## src/rtl/mem_stage.sv

```systemverilog
// ============================================================================
// mem_stage : EXE/MEM + MEM/WB pipeline registers with a req/ack data port
// Rev 1.0
// ============================================================================
`default_nettype none

module mem_stage #(
  parameter int WORD_LEN = 32,
  parameter int TIMEOUT  = 16
) (
  input  logic                clk,
  input  logic                rst_n,
  input  logic                flush,
  input  logic [WORD_LEN-1:0] ALURes,
  input  logic [WORD_LEN-1:0] PCplus4,
  input  logic [WORD_LEN-1:0] rd2,
  input  logic [WORD_LEN-1:0] Instruction,
  input  logic [1:0]          WBsel,
  input  logic                Reg_W_En,
  input  logic                Mem_W_En,
  input  logic                Mem_R_En,
  output logic                stall,
  output logic [WORD_LEN-1:0] ALURes_EXE2MEM,
  output logic [WORD_LEN-1:0] Mem_Data_MEM2WB,
  output logic [WORD_LEN-1:0] Instruction_WB,
  output logic                Reg_W_En_WB,
  output logic                mem_fault,
  output logic                dmem_req,
  output logic                dmem_we,
  output logic [WORD_LEN-1:0] dmem_addr,
  output logic [WORD_LEN-1:0] dmem_wdata,
  output logic [3:0]          dmem_be,
  input  logic [WORD_LEN-1:0] dmem_rdata,
  input  logic                dmem_ack
);

  localparam int                CNT_W   = $clog2(TIMEOUT);
  localparam logic [CNT_W-1:0] CNT_MAX = CNT_W'(TIMEOUT - 1);

  typedef enum logic [0:0] {
    ST_IDLE   = 1'b0,
    ST_ACCESS = 1'b1
  } state_t;

  typedef struct packed {
    logic [WORD_LEN-1:0] alures;
    logic [WORD_LEN-1:0] pc4;
    logic [WORD_LEN-1:0] rd2;
    logic [WORD_LEN-1:0] instr;
    logic [1:0]          wbsel;
    logic                reg_w;
    logic                mem_w;
    logic                mem_r;
  } exe_t;

  typedef struct packed {
    logic [WORD_LEN-1:0] data;
    logic [WORD_LEN-1:0] instr;
    logic                reg_w;
    logic                fault;
  } wb_t;

  exe_t             a_d, a_q;
  wb_t              b_d, b_q;
  state_t           state_d, state_q;
  logic [CNT_W-1:0] cnt_d, cnt_q;

  logic [2:0]          funct3;
  logic                memop;
  logic                misaligned;
  logic                last_wait;
  logic                fault;
  logic [3:0]          be_raw;
  logic [WORD_LEN-1:0] wdata_raw;
  logic [WORD_LEN-1:0] byte_shift;
  logic [15:0]         half_sel;
  logic [WORD_LEN-1:0] load_data;

  assign funct3     = a_q.instr[14:12];
  assign memop      = a_q.mem_r | a_q.mem_w;
  assign misaligned = memop & (((funct3[1:0] == 2'b01) & a_q.alures[0]) |
                               ((funct3[1:0] == 2'b10) & (a_q.alures[1:0] != 2'b00)));
  assign last_wait  = (state_q == ST_ACCESS) & (cnt_q == CNT_MAX);

  // Request is live straight from EXE/MEM so a same-cycle ack costs no stall.
  assign dmem_req = memop & ~misaligned;
  assign stall    = dmem_req & ~dmem_ack & ~last_wait;
  assign fault    = misaligned | (last_wait & ~dmem_ack);

  always_comb begin
    be_raw    = 4'b1111;
    wdata_raw = '0;
    if (a_q.mem_w) begin
      case (funct3[1:0])
        2'b00: begin
          be_raw    = 4'b0001 << a_q.alures[1:0];
          wdata_raw = {4{a_q.rd2[7:0]}};
        end
        2'b01: begin
          be_raw    = a_q.alures[1] ? 4'b1100 : 4'b0011;
          wdata_raw = {2{a_q.rd2[15:0]}};
        end
        default: begin
          be_raw    = 4'b1111;
          wdata_raw = a_q.rd2;
        end
      endcase
    end
  end

  assign dmem_we    = dmem_req & a_q.mem_w;
  assign dmem_be    = dmem_req ? be_raw : 4'b0000;
  assign dmem_wdata = dmem_req ? wdata_raw : '0;
  assign dmem_addr  = dmem_req ? {a_q.alures[WORD_LEN-1:2], 2'b00} : '0;

  assign byte_shift = dmem_rdata >> {a_q.alures[1:0], 3'b000};
  assign half_sel   = a_q.alures[1] ? dmem_rdata[31:16] : dmem_rdata[15:0];

  always_comb begin
    case (funct3)
      3'b000:  load_data = {{24{byte_shift[7]}}, byte_shift[7:0]};
      3'b001:  load_data = {{16{half_sel[15]}}, half_sel};
      3'b100:  load_data = {24'h0, byte_shift[7:0]};
      3'b101:  load_data = {16'h0, half_sel};
      default: load_data = dmem_rdata;
    endcase
  end

  always_comb begin
    a_d = a_q;
    if (!stall) begin
      if (flush) begin
        a_d = '0;
      end else begin
        a_d.alures = ALURes;
        a_d.pc4    = PCplus4;
        a_d.rd2    = rd2;
        a_d.instr  = Instruction;
        a_d.wbsel  = WBsel;
        a_d.reg_w  = Reg_W_En;
        a_d.mem_w  = Mem_W_En;
        a_d.mem_r  = Mem_R_En;
      end
    end
  end

  // MEM/WB takes a bubble while the access is still pending.
  always_comb begin
    b_d = '0;
    if (!stall) begin
      case (a_q.wbsel)
        2'b01:   b_d.data = load_data;
        2'b10:   b_d.data = a_q.pc4;
        default: b_d.data = a_q.alures;
      endcase
      b_d.instr = a_q.instr;
      b_d.reg_w = a_q.reg_w & ~fault;
      b_d.fault = fault;
    end
  end

  always_comb begin
    state_d = state_q;
    cnt_d   = cnt_q;
    case (state_q)
      ST_IDLE: begin
        if (dmem_req && !dmem_ack) begin
          state_d = ST_ACCESS;
          cnt_d   = CNT_W'(1);
        end
      end
      ST_ACCESS: begin
        if (dmem_ack || (cnt_q == CNT_MAX)) begin
          state_d = ST_IDLE;
          cnt_d   = '0;
        end else begin
          cnt_d = cnt_q + CNT_W'(1);
        end
      end
      default: begin
        state_d = ST_IDLE;
        cnt_d   = '0;
      end
    endcase
  end

  always_ff @(posedge clk) begin
    if (!rst_n) begin
      a_q     <= '0;
      b_q     <= '0;
      state_q <= ST_IDLE;
      cnt_q   <= '0;
    end else begin
      a_q     <= a_d;
      b_q     <= b_d;
      state_q <= state_d;
      cnt_q   <= cnt_d;
    end
  end

  assign ALURes_EXE2MEM  = a_q.alures;
  assign Mem_Data_MEM2WB = b_q.data;
  assign Instruction_WB  = b_q.instr;
  assign Reg_W_En_WB     = b_q.reg_w;
  assign mem_fault       = b_q.fault;

endmodule

`default_nettype wire

```

## config.mk

```make
export PLATFORM = sky130hd
export DESIGN_NAME = mem_stage
export DESIGN_NICKNAME = d
export VERILOG_FILES = /design/src/rtl/mem_stage.sv
export SDC_FILE = /design/constraint.sdc
export NUM_CORES = 1
export LEC_CHECK = 0
export CAP_MARGIN = 25
export CORE_MARGIN = 4
export CORE_UTILIZATION = 30
export DETAILED_ROUTE_END_ITERATION = 8
export SYNTH_ARGS = -nofsm -noshare
export SYNTH_HDL_FRONTEND = slang
export SYNTH_SLANG_ARGS = --single-unit
```

## constraint.sdc

```tcl
create_clock -name clk -period 5.98 [get_ports clk]
set_input_delay 1.794 -clock clk [delete_from_list [all_inputs] [get_ports clk]]
set_output_delay 1.794 -clock clk [all_outputs]
set_load 0.05 [all_outputs]
```

==> results of run 1 <==
## flip-flops by register name, indices dropped and copies added (netlist names)
name and cells:
Mem_Data_MEM2WB 32, ALURes_EXE2MEM 32, cnt_q 4, Reg_W_En_WB 1, Instruction_WB 32, mem_fault 1
a_q 101, state_q 1
## layer usage
layer  vias to the layer above  part of all wire [%]  track usage, %
li1                       3511                     -               -
met1                      3528                    42            23.9
met2                       319                    48            33.3
met3                        35                   8.1            5.64
met4                         0                   2.1            4.59
met5                         -                     0               0
## layout make-up
type | count | area [µm²]
fillers | 2581 | 14500
flip-flops and latches | 204 | 4090
repair buffers | 350 | 3470
multi-input cells | 472 | 3420
clock buffers | 35 | 713
well taps | 341 | 427
inverters | 35 | 131
clock inverters | 6 | 58.8
diodes | 1 | 2.50
## Yosys cell counts, types with 11 or more instances
| cell | instances | share of area [%] |
|---|---|---|
| nand2_1 | 30 | 1.4 |
| inv_1 | 35 | 1.6 |
| a21oi_1 | 33 | 2.0 |
| dfxtp_1 | 204 | 50 |
| buf_2 | 23 | 1.4 |
| nor2b_1 | 11 | 0.85 |
| buf_4 | 35 | 3.2 |
| a22o_1 | 134 | 14 |
| clkbuf_1 | 41 | 1.9 |
| nor3_1 | 29 | 1.8 |
| and2_1 | 36 | 2.8 |
| a221oi_1 | 27 | 2.9 |
| mux2i_1 | 23 | 2.8 |
| nor2_1 | 36 | 1.7 |
| a22oi_1 | 17 | 1.6 |
## power groups by stage
stage	Combinational [µW]	Sequential (µW)	Clock, µW
3_3_place_gp	590	1500	0
6_report	592	1470	1440
5_1_grt	623	1480	1530
3_5_place_dp	592	1500	0
4_1_cts	594	1470	1480
2_1_floorplan	262	1560	0
## per-stage QoR
step / area (µm²) / worst slack, ns / hold WS [ns] / total power [µW]
CTS: 12300 / 0.515 / 0.451 / 3540
floorplan: 8140 / 1.28 / 0.430 / 1830
finish: 12300 / 0.522 / 0.450 / 3500
global placement: 11500 / 0.539 / 0.437 / 2090
global route: 12300 / 0.347 / 0.477 / 3630
detailed placement: 11500 / 0.516 / 0.438 / 2090
## how the worst max path moves through the flow
stage | from | to | slack [ns]
6_report | dmem_ack | stall | 0.52
5_1_grt | a_q[17]$_SDFFE_PN0N_ | dmem_wdata[15] | 0.35
3_3_place_gp | dmem_ack | stall | 0.54
3_5_place_dp | dmem_ack | stall | 0.52
4_1_cts | dmem_ack | stall | 0.51
2_1_floorplan | ALURes_EXE2MEM[0]$_SDFFE_PN0N_ | dmem_be[0] | 1.28
## cell families (layout without fill, tap and decap cells)
kind of cell,Yosys count,in the layout,synth area share [%]
AO/OA/AOI/OAI,265,265,26.4
XOR/XNOR,1,1,0.108
adder cells (fa/ha/maj),3,3,0.461
buffers and inverters,137,426,8.29
flip-flops,204,204,50.2
multiplexers,25,25,3.38
other,1,3,0.0461
AND/OR/NAND/NOR,176,176,11.1
==> impl_results.md, run 1 <==
* Clock share of power at 41.1%
* Share of layout cells above drive strength 1 at 6.17%
* CTS clk-pin slew, worst paths at 0.05 ns
* Initial Util at 30.4%
* Net Switching at 961 µW
* Sw Share at 27.5%
* Clock root buffer: clkbuf_16
* First-pass GRT wire length at 45600 µm
* CP max stage cell: clkdlybuf4s50_1
* DRT Pass-1 Iters at 5
* Cts hold-fix bufs at 0
* Endpoints failing setup at 0
* Number of flops mapped to enable cells by yosys at 0
* Post-DR wirelength/cell at 21.3 µm
* Synth unique cells at 51
* TritonCTS buffer count at 24
* Crit Path Class: in2out
* Comb power frac at 16.9%
* Fin Setup TNS at 0 ns
* Critical Path RT at 4.19 ns
* DP Cell Count at 1401
* Worst Path Buf+Inv at 2
* Max_slew headroom at 31.0%
* CTS resizes at 0
* TritonCTS clock tree: yes
* Fmax at 183 MHz
* Pin count of the biggest net entering global routing at 85
* IO Pins at 338
* CP Max Fanout at 5
* Total grt overflow at 0
* Run status: complete, no violations
* Avg Synthesized Cell Area at 10.0 µm²
* Via density at 5.12
* Clock buffer depth at 3
* Flops & latches, synth at 204
* Min Tclk post-route at 5.46 ns
* Most common cell after layout, fill and taps aside: clkdlybuf4s50_1
* CP Capture Type: output port
* Detailed placer's ending HPWL at 21900 µm
* Most common cell on crit path: clkdlybuf4s50_1
* Core area at 26800 µm²
* IO Port Bufs at 335
* Async set-reset flop share out of synthesis at 0%
* Starting DRC count in detailed routing at 341
* FF-to-FF setup slack at 2.92 ns
* Die area at 29800 µm²
* Post-route clock period utilization at 91.3%
* Delay-heaviest family, CP: buffers and inverters
* Vias in the first global route at 7204
* Critical path arrival at 3.66 ns
* Die Wd at 173 µm
* Placer Congestion at 0.817
* Drt drc at 0
* Number of buffers added for setup after CTS at 0
* Max Cap Viol at 0
* Worst r2r dst: ALURes_EXE2MEM[1]$_SDFFE_PN0N_
* Area Overhead vs Synth at 51.2%
* Slew Limit Fails at 0
* Mapped cell area at 8140 µm²
* RSZ-0062 raised after global routing: no
* Worst Reg-to-Reg Cells at 7
* Site row count at 60
* Antenna violations before repair at 0
* Clock sink count at 204
* Critical path depth at 4
* CP Launch Type: input pin
* Pwr dens at 284 nW/µm²
* Seq pwr share at 42.0%
* Worst path cell trace: clkdlybuf4s50_1 > a2111o_1 > nor2_1 > clkdlybuf4s50_1
* Maximum VDD drop at 0.175 mV
* Register area share after synthesis at 50.2%
* Hold Path Class: reg2reg
* H-tree depth at 1
* Worst hold stages at 1
* Leak pwr at 0.00457 µW
* Die Ht at 173 µm
* R2R Path Start: a_q[17]$_SDFFE_PN0N_
* GRT Overall Usage at 19.3%
* Via count at 7393
* Top FF cell, synth: dfxtp_1
* Min-delay src: a_q[8]$_SDFFE_PN0N_
* Final design utilization at 45.9%
* Hold Path Sink: Instruction_WB[3]$_SDFF_PP0_
* Final Hold Fails at 0
* Nets at 1259
* Worst Max-Slew Pin Slew at 1.03 ns
* Clock Skews at 0.0178 ns
* Synth Instances at 812
* Clk_lat worst skew at 0.52 ns
* Synth Warn # at 0
* Crit-path max cell delay at 0.81 ns
* Antenna-violating nets left at 0
* Internal at 2540 µW
* Post-Layout Cell Count at 1444
* Final wirelength at 30700 µm
* Commonest non-fill, non-tap cells in the layout: 329 x clkdlybuf4s50_1, 203 x dfxtp_1, 134 x a22o_1
No activity file was read; power rests on OpenSTA's default activity.
==> run 2, diff against run 1 <==
--- a/config.mk
+++ b/config.mk
@@ -5,6 +5,7 @@
 export SDC_FILE = /design/constraint.sdc
 export NUM_CORES = 1
 export LEC_CHECK = 0
+export ABC_AREA = 1
 export CAP_MARGIN = 25
 export CORE_MARGIN = 4
 export CORE_UTILIZATION = 30
==> run 2 against run 1 <==
  * Register-to-register slack worse by 0.02 ns
  * Synthesized area up 13%
  * Largest cell class unchanged
  * Clock skew down 0.011 ns
  * Clock-buffer cell count unchanged
  * Via count up 29%
  * Critical path type is now reg2out
  * Sequential power about the same
  * Clock power about the same
  * Combinational power up 16%
  * Synthesized cell count up 62%
  * Non-clock buffer count down 3
  * Sequential share of layout area down 2.2 points
  * Utilization down 1.8 points
==> impl_results.md, run 2 <==
* Run status: complete, no violations
* Most common cell after layout, fill and taps aside: clkdlybuf4s50_1
* CTS resizes at 0 (unchanged)
* Commonest non-fill, non-tap cells in the layout: 323 x clkdlybuf4s50_1, 242 x nand2_1, 204 x dfxtp_1
* CP Capture Type: output port
* Worst Max-Slew Pin Slew at 0.968 ns (-0.0630 ns)
* Die Wd at 183 µm (+5.9%)
* CP max stage cell: clkdlybuf4s50_1
* Core area at 29900 µm² (+11%)
* Pwr dens at 273 nW/µm² (-4.1%)
* Nets at 1734 (+38%)
* Fmax at 196 MHz (+6.7%)
* Area post-placement at 12400 µm² (+7.7%)
* GRT Overall Usage at 20.0% (+0.75 points)
* Via density at 4.85 (-5.3%)
* Total grt overflow at 0 (unchanged)
* Worst path cell trace: nor2_2 > nor2_1 > nand2_2 > inv_1 > nor2_2 > o21ai_0 > nor2_1 > clkdlybuf4s50_1
* First-pass GRT wire length at 53600 µm (+18%)
* Cts hold-fix bufs at 0 (unchanged)
* TritonCTS clock tree: yes
* Initial Util at 30.7% (+0.34 points)
* Number of buffers added for setup after CTS at 0 (unchanged)
* Maximum VDD drop at 0.149 mV (-15%)
* CP Launch Type: flop
* Starting DRC count in detailed routing at 676 (+98%)
* Crit Path Class: reg2out
* Clock Skews at 0.00723 ns (-0.0105 ns)
* Share of layout cells above drive strength 1 at 4.75% (-1.4 points)
* Pwr Total at 3600 µW (+2.9%)
* Final design utilization at 44.2% (-1.8 points)
* Antenna-violating nets left at 0 (unchanged)
* Number of flops mapped to enable cells by yosys at 0 (unchanged)
* Fin Setup TNS at 0 ns (unchanged)
* Die Ht at 183 µm (+5.9%)
* Vias in the first global route at 9206 (+28%)
* Synth top area share at 44.5% (-5.7 points)
* RSZ-0062 raised after global routing: no
* Placer Congestion at 0.868 (+6.2%)
* CP Max Fanout at 11 (+6)
* Flops & latches, synth at 204 (unchanged)
* Synth Instances at 1319 (+62%)
* TritonCTS buffer count at 25 (+4.2%)
* H-tree depth at 1 (unchanged)
* Critical Path RT at 4.19 ns (about the same)
* Clock sink count at 204 (unchanged)
* Ranking of synthesized cells by area: dfxtp_1 45%, nand2_1 9.9%, nand3_1 9.7%, o21ai_0 7.9%, nor2_1 7.0%
* Max Cap Viol at 0 (unchanged)
* Area Overhead vs Synth at 43.8%
* Worst Path Buf+Inv at 2 (unchanged)
* Synth Warn # at 0 (unchanged)
* Post-DR wirelength/cell at 18.2 µm (-15%)
* Register area share after synthesis at 44.5% (-5.7 points)
* Drt drc at 0 (unchanged)
* Via count at 9547 (+29%)
* Hold Path Class: reg2reg
* Max reg flops at 101 (unchanged)
* CTS clk-pin slew, worst paths at 0.06 ns (about the same)
* Delay-heaviest family, CP: simple AND/OR/NAND/NOR gates
* Final wirelength at 35700 µm (+16%)
* Clock root buffer: clkbuf_16
* Top FF cell, synth: dfxtp_1
* Clk_lat worst skew at 0.52 ns (about the same)
* Endpoints failing setup at 0 (unchanged)
* Clock buffer depth at 3 (unchanged)
* Detailed placer's ending HPWL at 25500 µm (+17%)
* Leak pwr at 0.00518 µW (+13%)
* IO Port Bufs at 335 (unchanged)
* # diodes at 0 (-1)
* Pin count of the biggest net entering global routing at 106 (+25%)
* DRT Pass-1 Iters at 5 (unchanged)
* Largest reg by FF count: a_q
* IO Pins at 338 (unchanged)
* Crit-path max cell delay at 0.85 ns (+0.04 ns)
* Top post-synthesis cells by count: 242 x nand2_1, 204 x dfxtp_1, 177 x nand3_1
* Async set-reset flop share out of synthesis at 0% (unchanged)
* Final Cell Area at 13200 µm² (+7.2%)
* Site row count at 63 (+5.0%)
* Count leader, synth: nand2_1
* Min Tclk post-route at 5.11 ns (-0.345 ns)
* Die area at 33400 µm² (+12%)
* Synth unique cells at 27 (-47%)
* Mapped cell area at 9170 µm² (+13%)
* Max_slew headroom at 35.4% (+4.4 points)
* Largest area contributor in the netlist: dfxtp_1
* Post-route clock period utilization at 85.5% (-5.8 points)
* Final Hold Fails at 0 (unchanged)
* Avg Synthesized Cell Area at 6.96 µm² (-31%)
* Slew Limit Fails at 0 (unchanged)
* Antenna violations before repair at 2 (+2)
* Critical path arrival at 3.32 ns (-0.34 ns)
* # fillers at 3055 (+18%)
-- run 2: final timing paths --
kind                                   endpoint  cells past startpoint                 start  slack [ns]
setup reg to reg           a_q[95]$_SDFFE_PN0N_                      9  a_q[17]$_SDFFE_PN0N_        2.90
setup / recovery                 dmem_wdata[13]                      8  a_q[17]$_SDFFE_PN0N_        0.87
hold reg to reg   Instruction_WB[26]$_SDFF_PP0_                      2  a_q[31]$_SDFFE_PN0N_        0.42
hold / removal    Instruction_WB[26]$_SDFF_PP0_                      2  a_q[31]$_SDFFE_PN0N_        0.42
-- run 2: cell type report --
cell class	instances	area [µm²]	share of cell area [%]
timing repair buffer	347	3440	26.1
clock buffer	35	693	5.25
sequential	204	4080	31.0
tap	390	488	3.70
inverter	108	410	3.11
clock inverter	9	88.8	0.673
multi-input combinational	876	3990	30.2
-- run 2: stage by stage --
step                      worst slack, ns  std cells  hold slack, ns
final                               0.867       1969           0.420
after floorplan                      1.67       1320           0.409
after global placement               1.46       1925           0.412
after detailed placement             1.42       1925           0.418
after global routing                0.651       1969           0.441
after CTS                           0.836       1969           0.419
-- run 2: tightest hold or removal path: stages, from the launching register on --
cell	delay [ns]
dfxtp_1	0.30
inv_1	0.05
nor2_1	0.03
-- run 2: cell families (layout without fill, tap and decap cells) --
| family | after synthesis | after routing | synth area share [%] |
|---|---|---|---|
| other | 1 | 2 | 0.0409 |
| AND/OR/NAND/NOR | 600 | 600 | 27.6 |
| flip-flops | 204 | 204 | 44.5 |
| adder cells (fa/ha/maj) | 3 | 3 | 0.409 |
| AO/OA/AOI/OAI | 271 | 271 | 15.3 |
| buffers and inverters | 240 | 499 | 12.2 |
-- run 2: power breakdown --
part	internal (µW)	leakage, µW	switching (µW)	total (µW)
clock network	853	0.000373	593	1450
logic	248	0.00313	441	688
registers	1430	0.00167	38.4	1470
total	2530	0.00518	1070	3600
-- run 2: per-layer routing --
metal / vias up / GRT usage [%] / share of wire [%]
met4: 4 / 5.60 / 2.8
met2: 372 / 33.7 / 47
met3: 61 / 5.69 / 8.8
met5: - / 0 / 0.078
li1: 4721 / - / -
met1: 4389 / 25.3 / 41
